===== config.mk =====
export PLATFORM = sky130hd
export DESIGN_NAME = pose_sequencer
export DESIGN_NICKNAME = d
export VERILOG_FILES = /design/src/rtl/pose_pkg.sv /design/src/rtl/vsync_tick.sv /design/src/rtl/pose_sequencer.sv
export SDC_FILE = /design/constraint.sdc
export NUM_CORES = 1
export LEC_CHECK = 0
export ABC_AREA = 1
export BUFFER_PORTS_ARGS = -buffer_cell sky130_fd_sc_hd__buf_2
export CORE_UTILIZATION = 55
export DETAILED_ROUTE_END_ITERATION = 6
export GPL_TIMING_DRIVEN = 0
export HOLD_SLACK_MARGIN = 0.02
export PLACE_DENSITY = 0.79
export SLEW_MARGIN = 10
export SYNTH_ARGS = -nofsm -noshare
export SYNTH_HDL_FRONTEND = slang
export SYNTH_SLANG_ARGS = --single-unit

===== constraint.sdc =====
create_clock -name Clk -period 3.26 [get_ports Clk]
set_input_delay 0.163 -clock Clk [delete_from_list [all_inputs] [get_ports Clk]]
set_output_delay 0.163 -clock Clk [all_outputs]
set_load 0.02 [all_outputs]

===== src/rtl/pose_pkg.sv =====
// rtl/pose_pkg.sv - shared types, pose codes and action helpers for the pose sequencer
package pose_pkg;

  typedef enum logic [1:0] {
    TITLE = 2'd0,
    IDLE  = 2'd1,
    ANIM  = 2'd2
  } state_t;

  typedef enum logic [2:0] {
    NONE   = 3'd0,
    JAB    = 3'd1,
    PUNCH  = 3'd2,
    CROUCH = 3'd3,
    UPCUT  = 3'd4
  } action_t;

  // Title-screen select codes
  localparam logic [1:0] START_PLAY  = 2'b00;
  localparam logic [1:0] START_IMG_A = 2'b01;
  localparam logic [1:0] START_IMG_B = 2'b10;

  // Pose codes; each action occupies a contiguous run so the next pose is code+1
  localparam logic [3:0] POSE_IDLE     = 4'b0000;
  localparam logic [3:0] POSE_JAB_1    = 4'b0001;
  localparam logic [3:0] POSE_JAB_2    = 4'b0010;
  localparam logic [3:0] POSE_JAB_3    = 4'b0011;
  localparam logic [3:0] POSE_PUNCH_1  = 4'b0100;
  localparam logic [3:0] POSE_PUNCH_2  = 4'b0101;
  localparam logic [3:0] POSE_PUNCH_3  = 4'b0110;
  localparam logic [3:0] POSE_PUNCH_4  = 4'b0111;
  localparam logic [3:0] POSE_CROUCH_1 = 4'b1000;
  localparam logic [3:0] POSE_CROUCH_2 = 4'b1001;
  localparam logic [3:0] POSE_CROUCH_3 = 4'b1010;
  localparam logic [3:0] POSE_CROUCH_4 = 4'b1011;
  localparam logic [3:0] POSE_CROUCH_5 = 4'b1100;
  localparam logic [3:0] POSE_CROUCH_6 = 4'b1101;
  localparam logic [3:0] POSE_UPCUT_1  = 4'b1110;
  localparam logic [3:0] POSE_UPCUT_2  = 4'b1111;

  // First and last pose of each action sequence
  localparam logic [3:0] JAB_FIRST    = POSE_JAB_1;
  localparam logic [3:0] JAB_LAST     = POSE_JAB_3;
  localparam logic [3:0] PUNCH_FIRST  = POSE_PUNCH_1;
  localparam logic [3:0] PUNCH_LAST   = POSE_PUNCH_4;
  localparam logic [3:0] CROUCH_FIRST = POSE_CROUCH_1;
  localparam logic [3:0] CROUCH_LAST  = POSE_CROUCH_6;
  localparam logic [3:0] UPCUT_FIRST  = POSE_UPCUT_1;
  localparam logic [3:0] UPCUT_LAST   = POSE_UPCUT_2;

  // Same-cycle requests resolve upcut > punch > jab > crouch
  function automatic action_t pick_action(input logic upcut, input logic punch,
                                          input logic jab, input logic crouch);
    action_t a;
    if (upcut)       a = UPCUT;
    else if (punch)  a = PUNCH;
    else if (jab)    a = JAB;
    else if (crouch) a = CROUCH;
    else             a = NONE;
    return a;
  endfunction

  function automatic logic [3:0] first_pose(input action_t a);
    logic [3:0] p;
    case (a)
      JAB:     p = JAB_FIRST;
      PUNCH:   p = PUNCH_FIRST;
      CROUCH:  p = CROUCH_FIRST;
      UPCUT:   p = UPCUT_FIRST;
      default: p = POSE_IDLE;
    endcase
    return p;
  endfunction

  function automatic logic [3:0] last_pose(input action_t a);
    logic [3:0] p;
    case (a)
      JAB:     p = JAB_LAST;
      PUNCH:   p = PUNCH_LAST;
      CROUCH:  p = CROUCH_LAST;
      UPCUT:   p = UPCUT_LAST;
      default: p = POSE_IDLE;
    endcase
    return p;
  endfunction

endpackage


===== src/rtl/vsync_tick.sv =====
// rtl/vsync_tick.sv - one-cycle frame tick on each rising edge of vertical sync
module vsync_tick (
  input  logic Clk,
  input  logic Reset_n,
  input  logic vs,
  output logic tick
);

  logic vs_prev;

  // History resets high so a vs already high at release does not count as an edge
  always_ff @(posedge Clk or negedge Reset_n) begin
    if (!Reset_n) begin
      vs_prev <= 1'b1;
    end else begin
      vs_prev <= vs;
    end
  end

  assign tick = vs & ~vs_prev;

endmodule


===== src/rtl/pose_sequencer.sv =====
// rtl/pose_sequencer.sv - title blink, action pose sequencing with one-deep pending slot
module pose_sequencer
  import pose_pkg::*;
#(
  parameter int HOLD_FRAMES  = 4,
  parameter int BLINK_FRAMES = 30
) (
  input  logic       Clk,
  input  logic       Reset_n,
  input  logic       vs,
  input  logic       start_btn,
  input  logic       jab_req,
  input  logic       punch_req,
  input  logic       crouch_req,
  input  logic       upcut_req,
  input  logic       end_screen,
  output logic [3:0] enable,
  output logic [1:0] start,
  output logic       busy
);

  // Terminal counts; counters compare against these and restart instead of wrapping
  localparam logic [3:0] HOLD_LAST  = 4'(HOLD_FRAMES - 1);
  localparam logic [5:0] BLINK_LAST = 6'(BLINK_FRAMES - 1);

  state_t     state;
  action_t    cur_act;
  action_t    pend_act;
  action_t    req_act;
  action_t    next_pend;
  logic [3:0] hold_cnt;
  logic [5:0] blink_cnt;
  logic       tick;

  vsync_tick u_vsync_tick (
    .Clk     (Clk),
    .Reset_n (Reset_n),
    .vs      (vs),
    .tick    (tick)
  );

  assign req_act = pick_action(upcut_req, punch_req, jab_req, crouch_req);

  // The slot keeps the first arrival; a request this very cycle fills an empty slot
  assign next_pend = (pend_act != NONE) ? pend_act : req_act;

  // Main state machine; all outputs are registered here
  always_ff @(posedge Clk or negedge Reset_n) begin
    if (!Reset_n) begin
      state     <= TITLE;
      start     <= START_IMG_A;
      enable    <= POSE_IDLE;
      busy      <= 1'b0;
      hold_cnt  <= '0;
      blink_cnt <= '0;
      cur_act   <= NONE;
      pend_act  <= NONE;
    end else if (end_screen) begin
      state     <= IDLE;
      start     <= START_PLAY;
      enable    <= POSE_IDLE;
      busy      <= 1'b0;
      hold_cnt  <= '0;
      blink_cnt <= '0;
      cur_act   <= NONE;
      pend_act  <= NONE;
    end else begin
      case (state)
        TITLE: begin
          if (start_btn) begin
            state     <= IDLE;
            start     <= START_PLAY;
            blink_cnt <= '0;
          end else if (tick) begin
            if (blink_cnt == BLINK_LAST) begin
              blink_cnt <= '0;
              start     <= (start == START_IMG_A) ? START_IMG_B : START_IMG_A;
            end else begin
              blink_cnt <= blink_cnt + 6'd1;
            end
          end
        end

        IDLE: begin
          if (req_act != NONE) begin
            state    <= ANIM;
            cur_act  <= req_act;
            enable   <= first_pose(req_act);
            busy     <= 1'b1;
            hold_cnt <= '0;
          end
        end

        ANIM: begin
          pend_act <= next_pend;
          if (tick) begin
            if (hold_cnt != HOLD_LAST) begin
              hold_cnt <= hold_cnt + 4'd1;
            end else begin
              hold_cnt <= '0;
              if (enable != last_pose(cur_act)) begin
                enable <= enable + 4'd1;
              end else if (next_pend != NONE) begin
                cur_act  <= next_pend;
                enable   <= first_pose(next_pend);
                pend_act <= NONE;
              end else begin
                state   <= IDLE;
                cur_act <= NONE;
                enable  <= POSE_IDLE;
                busy    <= 1'b0;
              end
            end
          end
        end

        default: begin
          state    <= IDLE;
          start    <= START_PLAY;
          enable   <= POSE_IDLE;
          busy     <= 1'b0;
          hold_cnt <= '0;
          cur_act  <= NONE;
          pend_act <= NONE;
        end
      endcase
    end
  end

endmodule


==> results list <==
- Synthesized Nets: 281
- Lkg Pwr: 1.099 nW
* Layout-stage area growth over the synthesis result: 10.19%
* Count of pins on the block boundary: 16
* Number of DRC violations after detailed routing: 0
- FMAX: 530.8 MHz
- In this run the clock root is driven by a sky130_fd_sc_hd__clkbuf_4.
- Global-route wire length before repair: 6196 um
- Entering global routing, the biggest net connects 27 pins.
* Share of the cycle needed by the critical path after routing: 57.79%
- The worst register-to-register path begins at state[1].
- H-tree lvl count: 1
- Number of placement rows: 20
- The run finished with clean final reports.
- Signal routing reaches up to met4.
* Critical Path Start: state[1]
- Crit Path Max Fanout: 6
- Synthesis handed over a netlist of 265 instances.
- Max-cap violations in this run came to 0.
* Final hold violations: 0
- In the final routing, the length of wire on met1 measures 1674 um.
* Chip height: 59.67 um
- Worst path slowest cell: sky130_fd_sc_hd__dfrtp_1
* Sum of met3 wire segment lengths after detailed routing: 83 um
- In this run, synthesis inferred 0 flip-flops with an integrated enable.
- Setup repair after global routing left no endpoint under its margin.
- Met2 wire len: 1694 um
- The max-slew violation count is 0.
- Biggest area contributors in the synthesized netlist: sky130_fd_sc_hd__dfrtp_1 (33%), sky130_fd_sc_hd__nand2_1 (16%), sky130_fd_sc_hd__inv_1 (8.0%)
- # setup viols final: 0
* Cell with the most instances after synthesis: sky130_fd_sc_hd__nand2_1
- Detailed Routing Iterations Pass 1: 4
- Layout Skew: 0.004290 ns
- After layout, the minimum clock period comes to 1.884 ns.
- Delay of the slowest cell on the worst path: 0.42 ns
- Worst hold slack after final layout: 0.2041 ns
* Data arrival time of the critical path: 2.15 ns
* Placed Cells incl. Taps: 324
- Slew at the pin closest to its max-slew limit: 0.5559 ns
- Dpl cell area: 1959 um2
- Worst r2r path cells: 10
- Yosys warning count: 0
- Async S/R FF share, synth: 100.0%
- Top-area cell type share of the netlist area: 32.83%
* Slack of the worst reg-to-reg path: 1.38 ns
- Commonest register cell after synthesis: sky130_fd_sc_hd__dfrtp_1
- Mapped cell area: 1829 um2
- Netlist cell types: 30
- In this run the worst hold path is classified as in -> reg.
* Power density relative to cell area: 717.9 nW/um2
* DR iter-0 viols: 92
* Startpoint type of the worst setup path: register
* Sequential element share of the synthesized area: 35.70%
- After synthesis, the mean cell area works out to 6.903 um2.
- Counting instances in the post-synthesis netlist gives the leading cell types as sky130_fd_sc_hd__nand2_1 (78), sky130_fd_sc_hd__inv_1 (39), sky130_fd_sc_hd__dfrtp_1 (24), sky130_fd_sc_hd__nand3_1 (24), sky130_fd_sc_hd__nor2_1 (20).
- Core Region: 3103 um2
* Starting density of the core: 58.95%
- Vias in the first global route: 1544
- Setup total negative slack: 0 ns
* Data required time of the critical path: 3.52 ns
- Seq cells post-synth: 26
- The cell that appears most often on the critical path is sky130_fd_sc_hd__inv_1.
- Crit path cell chain: inv_1 > ha_1 > inv_1 > nor2_2 > nand4_1 > nand2_2 > nor2_4 > inv_1 > o21ai_1 > a21oi_1
- Worst slew slack as a fraction of its limit: 62.94%
- Average wire length per cell after detail routing: 10.76 um
- After clock tree synthesis, the setup repair step added 0 buffers.
* Gr ovfl total: 0
- Critical register-to-register path endpoint: hold_cnt[3]
* Avg Vias per Cell: 5.206
* CP Capture Type: register
- Finished Layout Cells: 330
- The floorplan step defined a die boundary enclosing 3561 um2.
- The routed layout has 1718 vias.
* Number of antenna violations at the first check in global routing: 0
* RePlAce Congestion: 0.8212
- The critical path ends at hold_cnt[3].
* Classification of the worst setup path: reg -> reg
* Number of input and output port buffers inserted: 15
- With fillers left out, the area of the finished cells amounts to 2016 um2.
- Global-route usage over all layers: 23.15%
- CTS tree: built
* Total Nets Final: 303
* Number of buffers inserted during clock tree synthesis: 3
- The number of antenna diodes in the final layout is 0.
- Clock-pin slew of the registers on the worst-case setup and hold paths: 0.13 ns
- Of the cells placed in the final design, the portion with a size suffix greater than 1 is 17.13%.
* Post-layout total power: 1.447 mW
- Floorplan die width: 59.67 um
- CTS Buffer Depth: 2
- The synthesized design spends more area on one cell type than any other, namely sky130_fd_sc_hd__dfrtp_1.
- Total routed wirelength: 3550 um
- Worst vdd rail ir drop: 0.3256 mV
- For the worst-skew pair, the clock arrives at the later sink with an insertion delay of 0.33 ns.
- Detail Placement HPWL: 2806 um
- The detail route stage leaves a number of antenna-violating nets equal to 0.
- The tree built by TritonCTS fans out to 26 sinks.
==> worst min path at each step <==
stage,slack (ns),end,cells after the start,startpoint
floorplan,-0.13,blink_cnt[0],0,Reset_n
global placement,0.19,blink_cnt[3],1,Reset_n
detailed placement,0.19,blink_cnt[3],1,Reset_n
CTS,0.20,enable[1],5,upcut_req
global route,0.20,enable[1],5,upcut_req
finish,0.20,enable[1],5,upcut_req
==> area by class of cell <==
type                       instances  area (um2)
inverter                          45       170.2
multi-input combinational        193       998.5
sequential                        26       653.1
buffer                             1       7.507
clock buffer                       4       36.28
tap                               44       55.05
timing repair buffer              17       95.09
fill                             290        1087
==> cell families after synthesis <==
family	Yosys count	share of synthesized area, %
AOI/OAI and AO/OA	34	10.74
xor gates and xnor gates	2	0.9578
adders and majority gates	7	4.788
buffers and inverters	46	9.713
DFF	26	35.70
and+or+nand+nor	150	38.10
==> metal layers <==
| metal | global-route usage, % | up-vias |
|---|---|---|
| li1 | - | 887 |
| met2 | 40.16 | 31 |
| met1 | 28.59 | 791 |
| met5 | 0 | - |
| met4 | 11.63 | 0 |
| met3 | 2.165 | 9 |
==> per-stage QoR <==
stage,setup slack [ns],util (%)
6_report,1.376,64.96
5_1_grt,1.165,64.96
4_1_cts,1.372,64.96
3_5_place_dp,1.399,63.15
3_3_place_gp,1.423,63.15
2_1_floorplan,1.701,-
==> critical path: cells and delay by family (launching register included) <==
family                     cells  cell delay (ns)
adders and majority gates      1             0.26
AOI/OAI and AO/OA              2             0.21
buffers and inverters          3             0.34
DFF                            1             0.42
and+or+nand+nor                4             0.58
==> state kept, by name, indices dropped and copies added (netlist names) <==
register / count
start: 2
u_vsync_tick.vs_prev: 1
cur_act: 3
blink_cnt: 6
pend_act: 3
hold_cnt: 4
enable: 4
busy: 1
state: 2
==> power by group <==
part,internal (mW),switching (mW),total [mW]
Clock,0.0684,0.0935,0.162
Combinational,0.288,0.552,0.840
Sequential,0.385,0.0605,0.445
Total,0.741,0.706,1.45
==> cell usage in the layout (no fill, tap or decap) <==
cell and count:
sky130_fd_sc_hd__a21boi_0 1, sky130_fd_sc_hd__a21o_1 1, sky130_fd_sc_hd__a21oi_1 4, sky130_fd_sc_hd__a21oi_2 1
sky130_fd_sc_hd__and3b_1 1, sky130_fd_sc_hd__buf_2 15, sky130_fd_sc_hd__buf_4 1, sky130_fd_sc_hd__clkbuf_4 3
sky130_fd_sc_hd__clkbuf_8 1, sky130_fd_sc_hd__clkinv_2 1, sky130_fd_sc_hd__dfrtp_1 24, sky130_fd_sc_hd__dfstp_2 2
sky130_fd_sc_hd__dlygate4sd3_1 2, sky130_fd_sc_hd__ha_1 7, sky130_fd_sc_hd__inv_1 39, sky130_fd_sc_hd__inv_2 5
sky130_fd_sc_hd__nand2_1 78, sky130_fd_sc_hd__nand2_2 5, sky130_fd_sc_hd__nand2_4 1, sky130_fd_sc_hd__nand3_1 24
sky130_fd_sc_hd__nand3_2 4, sky130_fd_sc_hd__nand3_4 1, sky130_fd_sc_hd__nand3b_1 2, sky130_fd_sc_hd__nand4_1 2
sky130_fd_sc_hd__nor2_1 20, sky130_fd_sc_hd__nor2_2 5, sky130_fd_sc_hd__nor2_4 1, sky130_fd_sc_hd__nor3_1 6
sky130_fd_sc_hd__o21ai_0 8, sky130_fd_sc_hd__o21ai_1 11, sky130_fd_sc_hd__o21ai_2 3, sky130_fd_sc_hd__o22ai_1 5
sky130_fd_sc_hd__xnor2_1 1, sky130_fd_sc_hd__xor2_1 1
==> what timing repair did <==
item	CTS	global route
endpoints found under the hold margin	25	0
hold buffers	2	0
gates resized for setup	0	0
Note: power is estimated with default switching activity, not from simulation.
